File: src/rtl/ex_hilo_muldiv_pkg.sv
// Shared definitions for the EX-stage HI/LO multiply/divide unit.
// Op encodings, FSM state encoding and small op-decode helpers.
package ex_hilo_muldiv_pkg;

    localparam int DATA_WIDTH = 32;

    typedef enum logic [1:0] {
        OP_MULT  = 2'b00,
        OP_MULTU = 2'b01,
        OP_DIV   = 2'b10,
        OP_DIVU  = 2'b11
    } op_e;

    typedef enum logic [1:0] {
        ST_IDLE = 2'b00,
        ST_RUN  = 2'b01,
        ST_FIX  = 2'b10
    } state_e;

    function automatic logic op_is_div(op_e op);
        return op[1];
    endfunction

    function automatic logic op_is_signed(op_e op);
        return ~op[0];
    endfunction

endpackage

File: src/rtl/ex_hilo_muldiv_iter_datapath.sv
// Iterative shift-add multiply / restoring divide datapath with sign fix-up.
// The accumulator holds {HI-half, LO-half}; the operand register holds |B|.
module muldiv_iter_datapath
    import ex_hilo_muldiv_pkg::*;
#(
    parameter int W = DATA_WIDTH
) (
    input  logic         Clk,
    input  logic         load,
    input  logic         step,
    input  op_e          op,
    input  logic [W-1:0] a,
    input  logic [W-1:0] b,
    output logic [W-1:0] res_hi,
    output logic [W-1:0] res_lo,
    output logic         div_by_zero
);

    logic [2*W-1:0] acc_q;
    logic [W-1:0]   opnd_q;
    logic [W-1:0]   a_orig_q;
    logic           sign_a_q;
    logic           sign_b_q;
    op_e            op_q;
    logic           dbz_q;

    logic           neg_a;
    logic           neg_b;
    logic [W-1:0]   mag_a;
    logic [W-1:0]   mag_b;
    logic [W:0]     mul_sum;
    logic [W:0]     rem_sh;
    logic [W:0]     div_diff;
    logic [2*W-1:0] acc_next;
    logic [2*W-1:0] prod_fix;
    logic [W-1:0]   quo_fix;
    logic [W-1:0]   rem_fix;

    assign neg_a = op_is_signed(op) & a[W-1];
    assign neg_b = op_is_signed(op) & b[W-1];
    assign mag_a = neg_a ? -a : a;
    assign mag_b = neg_b ? -b : b;

    // Multiply: add |B| into the upper half when the current LSB is set, then shift right.
    // Divide: shift {R,Q} left, trial-subtract |B|, keep the difference if no borrow.
    always_comb begin
        mul_sum  = {1'b0, acc_q[2*W-1:W]} + (acc_q[0] ? {1'b0, opnd_q} : {(W+1){1'b0}});
        rem_sh   = {acc_q[2*W-1:W], acc_q[W-1]};
        div_diff = rem_sh - {1'b0, opnd_q};
        if (op_is_div(op_q)) begin
            if (div_diff[W])
                acc_next = {rem_sh[W-1:0], acc_q[W-2:0], 1'b0};
            else
                acc_next = {div_diff[W-1:0], acc_q[W-2:0], 1'b1};
        end else begin
            acc_next = {mul_sum, acc_q[W-1:1]};
        end
    end

    always_ff @(posedge Clk) begin
        if (load) begin
            acc_q    <= {{W{1'b0}}, mag_a};
            opnd_q   <= mag_b;
            a_orig_q <= a;
            sign_a_q <= neg_a;
            sign_b_q <= neg_b;
            op_q     <= op;
            dbz_q    <= op_is_div(op) && (b == {W{1'b0}});
        end else if (step) begin
            acc_q <= acc_next;
        end
    end

    // Remainder follows the dividend's sign (truncating division).
    always_comb begin
        prod_fix = (sign_a_q ^ sign_b_q) ? -acc_q : acc_q;
        quo_fix  = (sign_a_q ^ sign_b_q) ? -acc_q[W-1:0] : acc_q[W-1:0];
        rem_fix  = sign_a_q ? -acc_q[2*W-1:W] : acc_q[2*W-1:W];
        if (!op_is_div(op_q)) begin
            res_hi = prod_fix[2*W-1:W];
            res_lo = prod_fix[W-1:0];
        end else if (dbz_q) begin
            res_hi = a_orig_q;
            res_lo = {W{1'b1}};
        end else begin
            res_hi = rem_fix;
            res_lo = quo_fix;
        end
    end

    assign div_by_zero = dbz_q;

endmodule

File: src/rtl/ex_hilo_muldiv.sv
// EX-stage multiply/divide unit owning the architectural HI/LO registers.
// Handshake: Start is taken only in IDLE (and not with Flush); Busy/Done are level/pulse status, no back-pressure.
module ex_hilo_muldiv
    import ex_hilo_muldiv_pkg::*;
#(
    parameter int DATA_WIDTH = ex_hilo_muldiv_pkg::DATA_WIDTH,
    parameter int ITERATIONS = DATA_WIDTH
) (
    input  logic                  Clk,
    input  logic                  ResetN,
    input  logic                  Start,
    input  logic [1:0]            Op,
    input  logic [DATA_WIDTH-1:0] A,
    input  logic [DATA_WIDTH-1:0] B,
    input  logic                  WriteHi,
    input  logic                  WriteLo,
    input  logic [DATA_WIDTH-1:0] WriteData,
    input  logic                  Flush,
    output logic                  Busy,
    output logic                  Done,
    output logic                  DivByZero,
    output logic [DATA_WIDTH-1:0] Hi,
    output logic [DATA_WIDTH-1:0] Lo
);

    localparam int CW = (ITERATIONS > 1) ? $clog2(ITERATIONS) : 1;

    state_e                state_q;
    logic [CW-1:0]         count_q;
    logic [DATA_WIDTH-1:0] hi_q;
    logic [DATA_WIDTH-1:0] lo_q;
    logic                  busy_q;
    logic                  done_q;
    logic                  dbz_q;

    logic                  load;
    logic                  step;
    logic [DATA_WIDTH-1:0] res_hi;
    logic [DATA_WIDTH-1:0] res_lo;
    logic                  dp_dbz;

    assign load = (state_q == ST_IDLE) && Start && !Flush;
    assign step = (state_q == ST_RUN) && !Flush;

    muldiv_iter_datapath #(
        .W(DATA_WIDTH)
    ) u_datapath (
        .Clk         (Clk),
        .load        (load),
        .step        (step),
        .op          (op_e'(Op)),
        .a           (A),
        .b           (B),
        .res_hi      (res_hi),
        .res_lo      (res_lo),
        .div_by_zero (dp_dbz)
    );

    always_ff @(posedge Clk) begin
        if (!ResetN) begin
            state_q <= ST_IDLE;
            count_q <= '0;
            hi_q    <= '0;
            lo_q    <= '0;
            busy_q  <= 1'b0;
            done_q  <= 1'b0;
            dbz_q   <= 1'b0;
        end else begin
            case (state_q)
                ST_IDLE: begin
                    if (load) begin
                        state_q <= ST_RUN;
                        count_q <= '0;
                        busy_q  <= 1'b1;
                    end else begin
                        if (WriteHi) hi_q <= WriteData;
                        if (WriteLo) lo_q <= WriteData;
                    end
                end
                ST_RUN: begin
                    if (Flush) begin
                        state_q <= ST_IDLE;
                        busy_q  <= 1'b0;
                    end else begin
                        count_q <= count_q + 1'b1;
                        if (count_q == CW'(ITERATIONS - 1)) begin
                            state_q <= ST_FIX;
                            busy_q  <= 1'b0;
                            done_q  <= 1'b1;
                            dbz_q   <= dp_dbz;
                        end
                    end
                end
                ST_FIX: begin
                    hi_q    <= res_hi;
                    lo_q    <= res_lo;
                    state_q <= ST_IDLE;
                    count_q <= '0;
                    done_q  <= 1'b0;
                    dbz_q   <= 1'b0;
                end
                default: begin
                    state_q <= ST_IDLE;
                    busy_q  <= 1'b0;
                    done_q  <= 1'b0;
                    dbz_q   <= 1'b0;
                end
            endcase
        end
    end

    assign Busy      = busy_q;
    assign Done      = done_q;
    assign DivByZero = dbz_q;
    assign Hi        = hi_q;
    assign Lo        = lo_q;

endmodule

File: config.mk
export PLATFORM = sky130hd
export DESIGN_NAME = ex_hilo_muldiv
export DESIGN_NICKNAME = d
export VERILOG_FILES = /design/src/rtl/ex_hilo_muldiv_pkg.sv /design/src/rtl/ex_hilo_muldiv_iter_datapath.sv /design/src/rtl/ex_hilo_muldiv.sv
export SDC_FILE = /design/constraint.sdc
export NUM_CORES = 1
export LEC_CHECK = 0
export BUFFER_PORTS_ARGS = -buffer_cell sky130_fd_sc_hd__buf_2
export CELL_PAD_IN_SITES_DETAIL_PLACEMENT = 0
export CELL_PAD_IN_SITES_GLOBAL_PLACEMENT = 1
export CORE_MARGIN = 2
export CORE_UTILIZATION = 49
export DETAILED_ROUTE_END_ITERATION = 16
export PLACE_DENSITY = 0.9
export SLEW_MARGIN = 0
export SYNTH_ARGS = -nofsm -noshare
export SYNTH_HDL_FRONTEND = slang
export SYNTH_SLANG_ARGS = --single-unit
File: constraint.sdc
create_clock -name Clk -period 6.6 [get_ports Clk]
set_input_delay 0 -clock Clk [delete_from_list [all_inputs] [get_ports Clk]]
set_output_delay 0 -clock Clk [all_outputs]
set_load 0.01 [all_outputs]
==> run metrics <==
DIE HEIGHT about 180 um; RSZ-0062 raised after global routing no; clock root buffer clkbuf_16; TritonCTS Buffers 25; Gate Count Post-Synth a little under 2000; ant diodes 0; first-pass GRT wire length 88020 um; Tmin final around 4.2 ns; achievable frequency 238.9 MHz; PostCTS Resize Cnt 0; max-slew violation count 0; FF+latch count, synth around 210; GRT Overall Usage 0.3327; commonest cells after routing, fill and taps aside nand2_1 (214), o21ai_0 (174), buf_2 (170); internal cell power approximately 2.8 mW; Final #Nets approximately 2300; peak supply drop roughly 0.20 mV; critical setup path kind flip-flop to flip-flop; critical path cell sequence inv_1, nor2_1, fa_1, a21o_1, a221oi_2, o21ai_1, a41oi_1, o211ai_1, a31oi_1, o21ai_0, a21o_1, xnor2_1, a211oi_1; switching power between 1.5 and 2 mW; initial antenna violation count 0; Post-synth EDFFs 100; CTS tree yes; Max clock buf depth 3; Min Hold Slack between 0.015 and 0.02 ns; io pins between 150 and 200; Die Wd around 180 um; post-synth top area share 0.1911; post-synthesis sequential area ratio 0.3262; Wirelength per Cell about 22 um; CP most frequent cell a21o_1; Worst slew margin 0.2238; Area contributors post-synth edfxtp_1 (19%), dfxtp_1 (14%), ha_1 (5.6%); DP HPWL between 40000 and 50000 um; fin cells about 2600; die area about 34000 um2; Rows between 60 and 70; CP max-delay cell edfxtp_1; asr flop ratio synth 0; syn_area_per_cell between 8 and 9 um2; outcome complete, no violations; cell family contributing the most delay on the critical path compound AO/OA/AOI/OAI gates; CP Launch Type flip-flop; Congestion Overflow GR 0; H-tree depth 1; Crit. End Element flip-flop; vias per cell 6.311; layout overhead on the synthesized area 19.72%; Power Dens Cells around 230 nW/um2; slew at the pin closest to its max-slew limit roughly 1.2 ns; setup tns final 0 ns; vias in the first global route 15760; Synthesis Warnings 0; worst skew pair latency about 0.56 ns; Main synth FF type dfxtp_1; Antenna Violating Nets Remaining 0; worst-path maximum fanout 16; clk sinks 206; Final GP Congestion slightly below 1; vias about 16000; WP data arrival about 4.7 ns; Flop pwr share 0.365; Synth Cell Area ~16000 um2; Synth cell types 87; initial drt markers 1695; DRC Markers 0; total iterations of the first detailed-routing run 6; clock power share 0.336; largest net degree at the start of global routing 100; area leader, netlist edfxtp_1; Worst Hold Class primary input to flip-flop; Comb power frac 0.299; Worst EP required slightly above 7 ns; syn_nets ~2100; Pwr Total approximately 4.4 mW; core area around 32000 um2; cell count after placement ~2400; final hold violations 0; WP buf/inv 1; ratio of cells with drive above 1 in the final layout 0.1274; Starting Density 0.4979; slowest stage delay, CP ~0.46 ns; final WL around 56000 um; max_cap viols 0; Final setup violation count 0; LEAKAGE around 7.7 nW; Tcrit/Tclk final 0.6343; clock-pin slew of the registers on the worst-case setup and hold paths 0.06 ns; Layout Skew 0.01084 ns; commonest non-fill, non-tap cell in the layout nand2_1; Port Buffer Count 170; switch share 0.3488
-- cell type report --
class / instances / area (um2)
repair buffers: 309 / 2185
flip-flops and latches: 206 / 5125
clock inverters: 10 / 130.1
inverters: 71 / 269.0
multi-input cells: 1526 / 9857
clock buffers: 36 / 740.7
well taps: 402 / 503.0
fillers: 2864 / 12750
-- worst register-to-register path: stages, from the launching register on --
cell      delay (ns)
edfxtp_1        0.46
inv_1           0.43
nor2_1          0.16
fa_1            0.45
a21o_1          0.23
a221oi_2        0.36
o21ai_1         0.18
a41oi_1         0.45
o211ai_1        0.28
a31oi_1         0.42
o21ai_0         0.15
a21o_1          0.21
xnor2_1         0.12
a211oi_1        0.21
-- cells in the mapped netlist (9+ instances only) --
master	n
or3_1	14
o221ai_1	44
nand2b_1	23
edfxtp_1	100
a21boi_0	40
o21ai_0	174
ha_1	70
a31oi_1	34
nor2b_1	12
dfxtp_1	106
a21o_1	24
clkbuf_1	103
a21oi_1	145
and2_1	10
o41ai_1	9
nor3_1	40
nor2_1	163
a211oi_1	15
nand2_1	214
inv_1	69
o21a_1	13
mux2i_1	42
and3_1	16
buf_2	11
o211ai_1	20
o22ai_1	11
nor4_1	21
o31ai_1	16
nand4_1	10
nand3_1	33
or4_1	10
xor2_1	78
xnor2_1	97
o21bai_1	9
-- power by group through the flow --
stage / clock, mW / combinational [mW] / sequential, mW
6_report: 1.46 / 1.30 / 1.59
5_1_grt: 1.53 / 1.42 / 1.60
4_1_cts: 1.47 / 1.27 / 1.58
3_5_place_dp: 0 / 1.21 / 1.61
3_3_place_gp: 0 / 1.19 / 1.61
2_1_floorplan: 0 / 0.887 / 1.54
-- what timing repair did --
action                                 4_1_cts  5_1_grt
buffers inserted                             0        0
endpoints found under the hold margin      160        0
hold buffers                               116        0
-- routing by layer --
layer,part of all wire,vias up,global-route usage,routed length (um)
met5,0,-,0,0
met2,0.46,750,0.5517,26070
met3,0.086,136,0.05481,4866
met1,0.42,7782,0.4433,23800
met4,0.031,0,0.1078,1745
li1,-,7487,-,-
-- metrics by stage --
stage	worst slack, ns	utilization	instance area [um2]
after floorplan	3.215	-	15710
final	2.414	0.5961	18810
after global routing	2.075	0.5961	18810
after CTS	2.467	0.5961	18810
after detailed placement	2.460	0.5317	16780
after global placement	2.596	0.5317	16780
-- registers in the layout, indices dropped and copies added, names as in the netlist, 2 cells and up --
signal	cells
u_datapath.acc_q	64
Hi	32
Lo	32
u_datapath.a_orig_q	32
u_datapath.opnd_q	32
count_q	5
state_q	2
-- logic make-up after synthesis --
logic type / after synthesis / synth area share
DFF: 206 / 0.3262
xor gates and xnor gates: 175 / 0.09756
AOI/OAI and AO/OA: 632 / 0.2586
adders and majority gates: 72 / 0.05829
muxes: 45 / 0.02891
and+or+nand+nor: 602 / 0.1821
buffers and inverters: 195 / 0.04834
-- path summary, 6_finish.rpt --
kind                                           from              endpoint  slack [ns]  cells after the start
worst max-delay path            u_datapath.acc_q[0]  u_datapath.acc_q[59]        2.41                     13
worst min-delay path                          Start  u_datapath.acc_q[46]        0.02                      5
worst max register to register  u_datapath.acc_q[0]  u_datapath.acc_q[59]        2.41                     13
worst min register to register                 Done                  Done        0.44                      2
Note: power is estimated with default switching activity, not from simulation.
